File: config.mk
export PLATFORM = sky130hd
export DESIGN_NAME = r2fft_ostream
export DESIGN_NICKNAME = d
export VERILOG_FILES = /design/src/rtl/r2fft_ostream.sv
export SDC_FILE = /design/constraint.sdc
export NUM_CORES = 1
export LEC_CHECK = 0
export ABC_AREA = 1
export CORE_ASPECT_RATIO = 1.1
export CORE_MARGIN = 2
export CORE_UTILIZATION = 51
export CTS_BUF_LIST = sky130_fd_sc_hd__clkbuf_16
export DETAILED_ROUTE_END_ITERATION = 8
export PLACE_DENSITY_LB_ADDON = 0.05
export SLEW_MARGIN = 20
export SYNTH_ARGS = -nofsm -noshare
export SYNTH_HDL_FRONTEND = slang
export SYNTH_SLANG_ARGS = --single-unit
File: constraint.sdc
create_clock -name clk -period 1.8 [get_ports clk]
set_input_delay 0.18 -clock clk [delete_from_list [all_inputs] [get_ports clk]]
set_output_delay 0.18 -clock clk [all_outputs]
set_load 0.01 [all_outputs]
File: src/rtl/r2fft_ostream.sv
// rtl/r2fft_ostream.sv - FFT result readout: DMA sweep of the result RAM onto a valid/ready stream.
// Optional half-spectrum readout selected by R2FFT_OSTREAM_HALF_EN.
module r2fft_ostream #(
    parameter int FFT_LENGTH = 1024,
    parameter int FFT_DW     = 16,
    localparam int FFT_N     = $clog2(FFT_LENGTH)
) (
    input  logic              clk,
    input  logic              rst,
    input  logic              fft_done,
    input  logic [7:0]        fft_bfpexp,
    output logic              fin,
    output logic              dmaact,
    output logic [FFT_N-1:0]  dmaa,
    input  logic [FFT_DW-1:0] dmadr_real,
    input  logic [FFT_DW-1:0] dmadr_imag,
    output logic              m_valid,
    input  logic              m_ready,
    output logic [FFT_DW-1:0] m_real,
    output logic [FFT_DW-1:0] m_imag,
    output logic [FFT_N-1:0]  m_index,
    output logic              m_last,
    output logic [7:0]        m_bfpexp,
    output logic              busy
);

`ifdef R2FFT_OSTREAM_HALF_EN
    localparam int LAST_BIN_I = FFT_LENGTH / 2 - 1;
`else
    localparam int LAST_BIN_I = FFT_LENGTH - 1;
`endif
    localparam logic [FFT_N-1:0] LAST_BIN = FFT_N'(LAST_BIN_I);

    typedef enum logic [2:0] {IDLE, READ, DRAIN, FIN, WAIT_CLR} state_t;

    state_t             state, state_nx;
    logic [FFT_N-1:0]   rd_addr;
    logic               inflight;
    logic [FFT_N-1:0]   inflight_idx;
    logic               sk_valid;
    logic [FFT_DW-1:0]  sk_real, sk_imag;
    logic [FFT_N-1:0]   sk_index;
    logic               pop;
    logic [2:0]         pending;
    logic               issue_ok;

    // m_* registers are the FIFO head, the skid registers are the second entry.
    assign pop      = m_valid && m_ready;
    assign pending  = 3'(m_valid) + 3'(sk_valid) + 3'(inflight);
    assign issue_ok = pending < (3'd2 + 3'(pop));
    assign dmaa     = rd_addr;
    assign fin      = (state == FIN);
    assign busy     = (state != IDLE);

    always_comb begin
        state_nx = state;
        dmaact   = 1'b0;
        case (state)
            IDLE:     if (fft_done) state_nx = READ;
            READ: begin
                if (issue_ok) begin
                    dmaact = 1'b1;
                    if (rd_addr == LAST_BIN) state_nx = DRAIN;
                end
            end
            DRAIN:    if (!m_valid && !sk_valid && !inflight) state_nx = FIN;
            FIN:      state_nx = WAIT_CLR;
            WAIT_CLR: if (!fft_done) state_nx = IDLE;
            default:  state_nx = IDLE;
        endcase
    end

    always_ff @(posedge clk or negedge rst) begin
        if (!rst) begin
            state        <= IDLE;
            rd_addr      <= '0;
            m_bfpexp     <= '0;
            inflight     <= 1'b0;
            inflight_idx <= '0;
        end else begin
            state        <= state_nx;
            inflight     <= dmaact;
            inflight_idx <= rd_addr;
            if (state == IDLE && fft_done) begin
                rd_addr  <= '0;
                m_bfpexp <= fft_bfpexp;
            end else if (dmaact) begin
                rd_addr  <= rd_addr + 1'b1;
            end
        end
    end

    // Read data lands one cycle after issue; the issue rule guarantees a free slot.
    always_ff @(posedge clk or negedge rst) begin
        if (!rst) begin
            m_valid  <= 1'b0;
            m_real   <= '0;
            m_imag   <= '0;
            m_index  <= '0;
            m_last   <= 1'b0;
            sk_valid <= 1'b0;
            sk_real  <= '0;
            sk_imag  <= '0;
            sk_index <= '0;
        end else if (pop && sk_valid) begin
            m_real   <= sk_real;
            m_imag   <= sk_imag;
            m_index  <= sk_index;
            m_last   <= (sk_index == LAST_BIN);
            sk_valid <= inflight;
            if (inflight) begin
                sk_real  <= dmadr_real;
                sk_imag  <= dmadr_imag;
                sk_index <= inflight_idx;
            end
        end else if (pop || !m_valid) begin
            m_valid <= inflight;
            if (inflight) begin
                m_real  <= dmadr_real;
                m_imag  <= dmadr_imag;
                m_index <= inflight_idx;
                m_last  <= (inflight_idx == LAST_BIN);
            end
        end else if (inflight) begin
            sk_valid <= 1'b1;
            sk_real  <= dmadr_real;
            sk_imag  <= dmadr_imag;
            sk_index <= inflight_idx;
        end
    end

endmodule

==> results of run 1 <==
-- timing repair --
item / 4_1_cts / 5_1_grt
endpoints found under the hold margin: 30 / 0
gates resized for setup: 9 / 3
pin swaps: 2 / 1
cloned: 0 / 0
hold buffers: 1 / 0
setup buffers: 1 / 0
setup endpoints to repair: 2 / 10
-- synth_stat cells (all sizes together) --
cell type	count	share of area (%)
nand2	131	9.7
dfrtp	119	58
nor2	62	4.7
o21ai	47	4.6
mux2	38	9.8
a21oi	37	3.6
inv	24	1.8
buf	20	2.9
nand3	13	1.5
nand4	10	1.2
a31oi	6	0.73
clkbuf	5	0.36
nor3	2	0.19
a31o	1	0.17
fa	1	0.39
ha	1	0.24
nor3b	1	0.15
o31ai	1	0.15
xnor2	1	0.17
-- per-stage QoR --
step / std cells / total power, W / setup TNS [ns]
6_report: 782 / 0.01255 / -0.07351
5_1_grt: 782 / 0.01333 / -0.3015
4_1_cts: 783 / 0.01265 / -0.09219
3_5_place_dp: 749 / 0.009148 / -0.1908
3_3_place_gp: 749 / 0.008971 / -0.1643
2_1_floorplan: 520 / 0.006924 / 0
-- final cells by class --
| cell class | count | area share [%] |
|---|---|---|
| multi-input combinational | 352 | 27.28 |
| inverter | 24 | 1.304 |
| timing repair buffer | 135 | 18.98 |
| tap | 120 | 2.115 |
| clock buffer | 17 | 5.992 |
| clock inverter | 15 | 2.379 |
| sequential | 119 | 41.95 |
-- sequential cells by signal (all words and copies together), names as in the netlist, 8 cells and up --
name / flops
dmaa: 10
m_index: 10
m_real: 16
sk_imag: 16
sk_index: 10
inflight_idx: 10
sk_real: 16
m_bfpexp: 8
m_imag: 16
-- cell families after synthesis --
kind of cell | count (synthesis)
AO/OA/AOI/OAI | 92
XOR/XNOR | 1
adder cells (fa/ha/maj) | 2
buffers and inverters | 49
flip-flops | 119
multiplexers | 38
AND/OR/NAND/NOR | 219
-- metal layers --
layer  global-route usage (%)  vias to the layer above  share of wire, %
met5                        0                        -                 0
met4                    9.589                        0               1.4
met3                    6.294                       16               4.3
met2                    40.40                      104                51
met1                    28.49                     2073                43
li1                         -                     1976                 -
-- power groups by stage --
stage | combinational (W) | clock [W] | sequential, W
3_5_place_dp | 0.00469 | 0 | 0.00446
4_1_cts | 0.00478 | 0.00342 | 0.00445
5_1_grt | 0.00521 | 0.00353 | 0.00459
2_1_floorplan | 0.00229 | 0 | 0.00464
6_report | 0.00473 | 0.00337 | 0.00445
3_3_place_gp | 0.00455 | 0 | 0.00442
-- how the worst max path moves through the flow --
stage | slack (ns) | end | cells past startpoint | startpoint
after floorplan | 0.17 | dmaa[6]$_DFFE_PN0P_ | 7 | m_valid$_DFFE_PN0N_
after global placement | -0.13 | dmaact | 5 | m_valid$_DFFE_PN0N_
after detailed placement | -0.12 | dmaact | 5 | m_valid$_DFFE_PN0N_
after CTS | -0.09 | dmaact | 5 | sk_valid$_DFFE_PN0P_
after global routing | -0.16 | dmaact | 5 | sk_valid$_DFFE_PN0P_
final | -0.07 | dmaact | 5 | sk_valid$_DFFE_PN0P_
==> results, run 1 <==
- The sort of element at the start of the critical path is a register.
- The remaining routing DRC violations is 0.
- The start of the worst register-to-register path is sk_valid$_DFFE_PN0P_.
- The length in cells of the worst reg-to-reg path is 7.
- The initial cell density of the core is between 50% and 60%.
- After layout, the worst path uses 104.1% of the clock period.
- Summing the areas of all compound-gate instances in the mapped netlist gives a little under a tenth of the synthesized area.
- The floorplan step defined a die boundary enclosing approximately 11000 µm².
- The final max-slew violation count is 0.
- Dividing the detail-routed wire length by the instance count gives about 15 µm.
- The total of buffers placed on input and output ports is about 110.
- The clock network fraction of design power is between 20% and 30%.
- The core region is roughly 9800 µm².
- The clock passes through at most 2 buffers.
- In this design, the stage delay of the slowest critical-path cell is a little under 0.5 ns.
- The area growth from synthesis to layout is 37.58%.
- The global-route total usage across every layer is 23.59%.
- The flow ran to the end, but the final reports show violations.
- The total via count in the routed design is 4169.
- Along the worst path, the maximum fanout reaches 2.
- The total placed instance area is approximately 6500 µm².
- The multi-input combinational cell area is a little under 2000 µm².
- The pin count of the biggest net entering global routing is 35.
- After synthesis, the netlist uses 29 different library cells.
- Pin placement for this block handled 109 I/O pins.
- The critical path's top delay family is adder cells.
- The net count of the finished layout is between 600 and 700.
- The Yosys step of the flow raised 0 warnings.
- The area of all placed cells without fillers is roughly 7100 µm².
- Summing the sequential cell areas from Yosys gives around 58% of the chip area.
- The mux share of post-synthesis cell area is under 10%.
- The max-cap violation count is 0.
- The cell type of the slowest stage on the worst timing path is sky130_fd_sc_hd__fa_1.
- Synthesis produced a netlist with a net count of about 570.
- Counting every sink on the clock net gives around 120.
- The number of antenna violations at the first check in global routing is 0.
- After synthesis the netlist holds a flip-flop and latch count of 119.
- The CTS tree is done.
- The aggregate global routing overflow is 0.
- The hold slack is roughly 0.31 ns.
- The tightest min-delay check is of the in2async type.
- The XOR/XNOR share of the synthesized area is less than 1%.
- The design internal power is 0.008555 W.
- In this run the horizontal extent of the chip is between 90 and 100 µm.
- Dividing the detail-routed via count by the number of cells gives between 5 and 6.
- Walking the worst path, the cells encountered are fa_1 -> o21ai_2 -> nand2_2 -> inv_4 -> buf_6.
- The final reports fail on setup timing.
- The critical path contains buffers and inverters numbering 2 combined.
- The end of the worst register-to-register path is dmaa[8]$_DFFE_PN0P_.
- The number of H-tree levels is 4.
- The clock latency on the worst-skew pair is 0.40 ns.
- Across the VDD grid, the largest voltage drop is 1.040 mV.
- In the synthesized netlist, the number of instances is between 500 and 600.
- After filler insertion, the fill cell instance count of the layout stands at between 700 and 800.
- Summing all flip-flop and latch instances after layout gives slightly below 3000 µm².
- Combinational cells account for between 30% and 40% of the total power.
- The routed wire length is between 10 and 15 mm.
- The initialized floorplan defines 38 standard-cell rows.
- The HPWL after detailed placement is around 8.1 mm.
- The share of synthesized cell area in and, or, nand and nor gates is ~17%.
- Sequential cells burn 35.5% of the power.
- The critical path start-end classification is reg2out.
- Before antenna repair, the detailed router went through 6 iterations.
- The via count of the first global-routing pass is around 4400.
- In the post-route analysis, the smallest setup slack over all paths is -0.07351 ns.
- Setup violations remaining at the end of the flow were counted as 1.
- The final number of hold-violating endpoints came to 0.
- The placer congestion estimate is roughly 0.83.
- Of the total synthesized cell area, the portion taken by full adders, half adders and majority gates is less than 1%.
- The required time of the worst setup path is between 1.5 and 2 ns.
- The die boundary height is 109.5 µm.
- The power density over the cells is 1768 nW/µm².
- At the end of the flow the core is filled with cells to between 70% and 80%.
- In the final layout, the share of cells above drive strength 1 is between 10% and 20%.
- In this run the power spent charging and discharging nets is about 0.0040 W.
- The first global-routing pass estimated 20.20 mm of wire.
- After synthesis, the mean cell area works out to slightly below 10 µm².
- 0 antenna diodes ended up in the layout.
- The library cells used most frequently in the layout, excluding fill and tap cells, are 126 x sky130_fd_sc_hd__nand2_1, 119 x sky130_fd_sc_hd__dfrtp_1, 106 x sky130_fd_sc_hd__clkdlybuf4s50_1, 59 x sky130_fd_sc_hd__nor2_1, 43 x sky130_fd_sc_hd__o21ai_0.
- The worst pin sits at a relative slew slack of approximately two thirds.
- The master cell of the clock root buffer is sky130_fd_sc_hd__clkbuf_16.
- For flop-to-flop paths, the worst setup slack is around 0.09 ns.
- For the pin with the worst max-slew slack, the measured transition is slightly below 0.5 ns.
- Clock tree synthesis inserted a total of 17 buffers.
- In this run the static leakage power is about 3.3 nW.
- The worst clock skew is roughly 0.0095 ns.
- The iteration-0 DRC count of the detailed router is about 190.
- Derived from the worst setup path, the maximum achievable clock frequency is between 0.5 and 0.6 GHz.
- By area, the combinational part of the netlist is dominated by simple AND/OR/NAND/NOR gates.
- For the finished layout, the period the worst path requires is 1.874 ns.
- Of the total power, the share spent switching nets is 31.85%.
- The kind of end point of the critical path is an output port.
- Before CTS, the worst setup slack after placement is -0.1182 ns.
- The data arrival time of the worst path is approximately 1.7 ns.
- The library cell used most frequently in the layout, excluding fill and tap cells, is sky130_fd_sc_hd__nand2_1.
- The remaining antenna violation count is 0.
- Setup repair after global routing could not meet its margin everywhere.
- The area of the mapped netlist is just over 5000 µm².
- The register clock-pin slew on the reported worst setup and hold paths is ~0.050 ns.
(Power assumes the default switching activity.)
==> run 2, diff against run 1 <==
CORE_UTILIZATION = 53   (was 51)
CTS_BUF_LIST = sky130_fd_sc_hd__clkbuf_4   (was sky130_fd_sc_hd__clkbuf_16)
CTS_CLUSTER_DIAMETER = 100   (was default)
PLACE_DENSITY = 0.93   (was default)
PLACE_DENSITY_LB_ADDON = default   (was 0.05)
==> run 2 against run 1 <==
  * The flow still finishes with violations (setup timing)
  * Largest cell class unchanged
  * Power down 13%
  * Register-to-register slack worse by 0.06 ns
  * Non-clock buffer count down 2
  * Final cell count down 0.64%
==> results, run 2 (synthesized netlist as in run 1, its figures left out) <==
- The remaining antenna violation count is 0.
- Global routing used between 20 and 25% of the available tracks.
- Max-cap violations in this run came to 0.
- The register clock-pin slew on the reported worst setup and hold paths is approximately 0.11 ns.
- The analysis attributes to cell leakage a power of 3.093 nW.
- The transition time of the tightest slew-check pin is between 0.6 and 0.7 ns.
- The number of clock buffers added by TritonCTS is 17.
- The required time of the worst setup path is roughly 1.6 ns.
- The minimum clock period is around 2.1 ns.
- In the routed layout, each cell is associated on average with a via count of 5.508.
- Traced cell by cell, the critical path runs through fa_1 -> o21ai_2 -> nand2_2 -> inv_4 -> buf_6.
- After detailed routing, the average wire length per cell comes to 15.99 µm.
- The library cell used most frequently in the layout, excluding fill and tap cells, is sky130_fd_sc_hd__nand2_1.
- The filler cell count in the final layout is approximately 660.
- The HPWL after detailed placement is between 8 and 9 mm.
- For the worst-skew pair, the clock arrives at the later sink with an insertion delay of just over 0.5 ns.
- In this run the count of I/O pins placed on the die edge is ~110.
- In this run, the number of DRC markers left after iteration 0 of detailed routing was approximately 270.
- Across the routed clock network, the largest skew measured is ~0.015 ns.
- The number of antenna violations at the first check in global routing is 0.
- Counting every sink on the clock net gives roughly 120.
- The area of the core region is ~9400 µm².
- For this run, the slowest stage of the critical path takes about 0.53 ns.
- The remaining routing DRC violations is 0.
- The worst setup path is launched from a register.
- Setup violations remaining at the end of the flow were counted as 1.
- The largest vdd supply drop is ~0.95 mV.
- The launch point of the worst hold path is fft_bfpexp[6].
- The die covers roughly 11000 µm².
- In this run the power density over the cells is about 1600 nW/µm².
- The aggregate global routing overflow is 0.
- For this block, the routed nets add up to approximately 12 mm of wire.
- TritonCTS built the clock tree.
- The flow ran to the end, but the final reports show violations.
- The final number of hold-violating endpoints came to 0.
- Entering global routing, the biggest net connects 120 pins.
- No sink is reached through more buffers than the 2 on the longest clock path.
- From left edge to right edge, the die measures ~98 µm.
- The first detailed-routing pass ran for 8 iterations.
- The timing startpoint of the critical path is sk_valid$_DFFE_PN0P_.
- In this run the worst hold path is classified as in2reg.
- In the layout the commonest cells are 127 x sky130_fd_sc_hd__nand2_1, 113 x sky130_fd_sc_hd__dfrtp_1, 103 x sky130_fd_sc_hd__clkdlybuf4s50_1, 58 x sky130_fd_sc_hd__nor2_1, 42 x sky130_fd_sc_hd__o21ai_0.
- The via count of the first global-routing pass is approximately 4400.
- The share of layout cells above drive strength 1 is 17.58%.
- At the end of the flow, the number of nets in the layout was ~690.
- The slowest stage of the critical path belongs to the cell sky130_fd_sc_hd__fa_1.
- The critical path start-end classification is reg2out.
- Of all nets on the critical path, the largest fanout is 2.
- The final core area utilization is a little under three quarters.
- The maximum clock frequency is 0.4860 GHz.
- Setup slack on the critical path of the routed design comes to -0.2576 ns.
- The worst setup path is captured at an output port.
- CTS built an H-tree with a depth of 4.
- For this configuration, the core starts out at a cell density of between 50% and 60%.
- The worst path uses 114.3% of the clock period.
- The area growth from synthesis to layout is 30.33%.
- The total of buffers placed on input and output ports is between 100 and 150.
- The hold slack is 0.2039 ns.
- The congestion estimate from routability-driven global placement came to between 0.8 and 0.9.
- The start of the worst register-to-register path is sk_valid$_DFFE_PN0P_.
- The final reports fail on setup timing.
- The final max-slew violation count came to 0.
- The repair_antennas step left the layout with diodes totalling 0.
- The master cell of the clock root buffer is sky130_fd_sc_hd__clkbuf_4.
- The first global-routing pass estimated ~21 mm of wire.
- The data arrival time of the worst path is between 1.5 and 2 ns.
- The total via count in the routed design is 4280.
- The die boundary height is 107.5 µm.
- Setup repair after global routing could not meet its margin everywhere.
- The worst pin sits at a relative slew slack of between 50% and 60%.
- The row count is 37.
==> run 2: cell types whose count changed in the layout (fill, tap and decap cells not counted), sizes merged <==
cell and change:
clkbuf +2, inv -3, clkinv +2, bufinv -2, clkinvlp +1, dlygate4sd2 +3
clkdlybuf4s50 -3, buf -2
==> run 2: worst paths after layout <==
kind | endpoint | depth (start not counted) | slack (ns)
setup / recovery | dmaact | 5 | -0.26
hold / removal | m_bfpexp[6]$_DFFE_PN0P_ | 3 | 0.20
setup reg to reg | dmaa[7]$_DFFE_PN0P_ | 8 | 0.03
hold reg to reg | inflight_idx[3]$_DFF_PN0_ | 0 | 0.46
max in group asynchronous | dmaa[3]$_DFFE_PN0P_ | 3 | 0.97
min in group asynchronous | m_real[1]$_DFFE_PN0P_ | 3 | 0.27
==> run 2: what timing repair did <==
action,CTS,global route
endpoints found under the setup margin,9,30
endpoints found under the hold margin,119,0
setup buffers,2,0
resized for setup,14,13
pin swaps,3,1
hold buffers,1,0
==> run 2: metrics by stage <==
stage	power (W)	cells	setup slack [ns]	cell area, µm²	setup TNS [ns]
detailed placement	0.009107	743	-0.1610	6417	-0.8891
floorplan	0.006924	520	0.1677	5160	0
global route	0.01164	777	-0.3702	6725	-0.7815
finish	0.01092	777	-0.2576	6725	-0.2576
CTS	0.01092	777	-0.2661	6704	-0.2661
global placement	0.008835	743	-0.1473	6417	-0.1524
==> run 2: area by class of cell <==
cell class              instances  area, µm²  share of cell area [%]
inverters                      24      92.59                   1.377
clock buffers                  19      142.6                   2.121
well taps                     117      146.4                   2.177
flip-flops and latches        119       2985                   44.39
multi-input cells             352       1951                   29.00
clock inverters                13      112.6                   1.674
repair buffers                133       1295                   19.26
==> run 2: critical path, delay by kind of cell, from the launching register on <==
kind	cells	cell delay [ns]
buf+inv	2	0.16
flops	1	0.42
simple gates	1	0.10
compound gates	1	0.18
fa+ha+maj	1	0.53
==> run 2: power breakdown <==
part	internal, W	leakage [nW]	switching [W]
Sequential	0.00378	1.45	0.000711
Combinational	0.00242	1.49	0.00224
Clock	0.000821	0.146	0.000945
==> run 2: layer usage <==
| layer | wire [µm] | global-route usage, % | vias up |
|---|---|---|---|
| met5 | 0 | 0 | - |
| met4 | 173 | 8.532 | 0 |
| met3 | 896 | 7.273 | 17 |
| met2 | 6522 | 43.54 | 179 |
| met1 | 4828 | 29.50 | 2109 |
| li1 | - | - | 1975 |
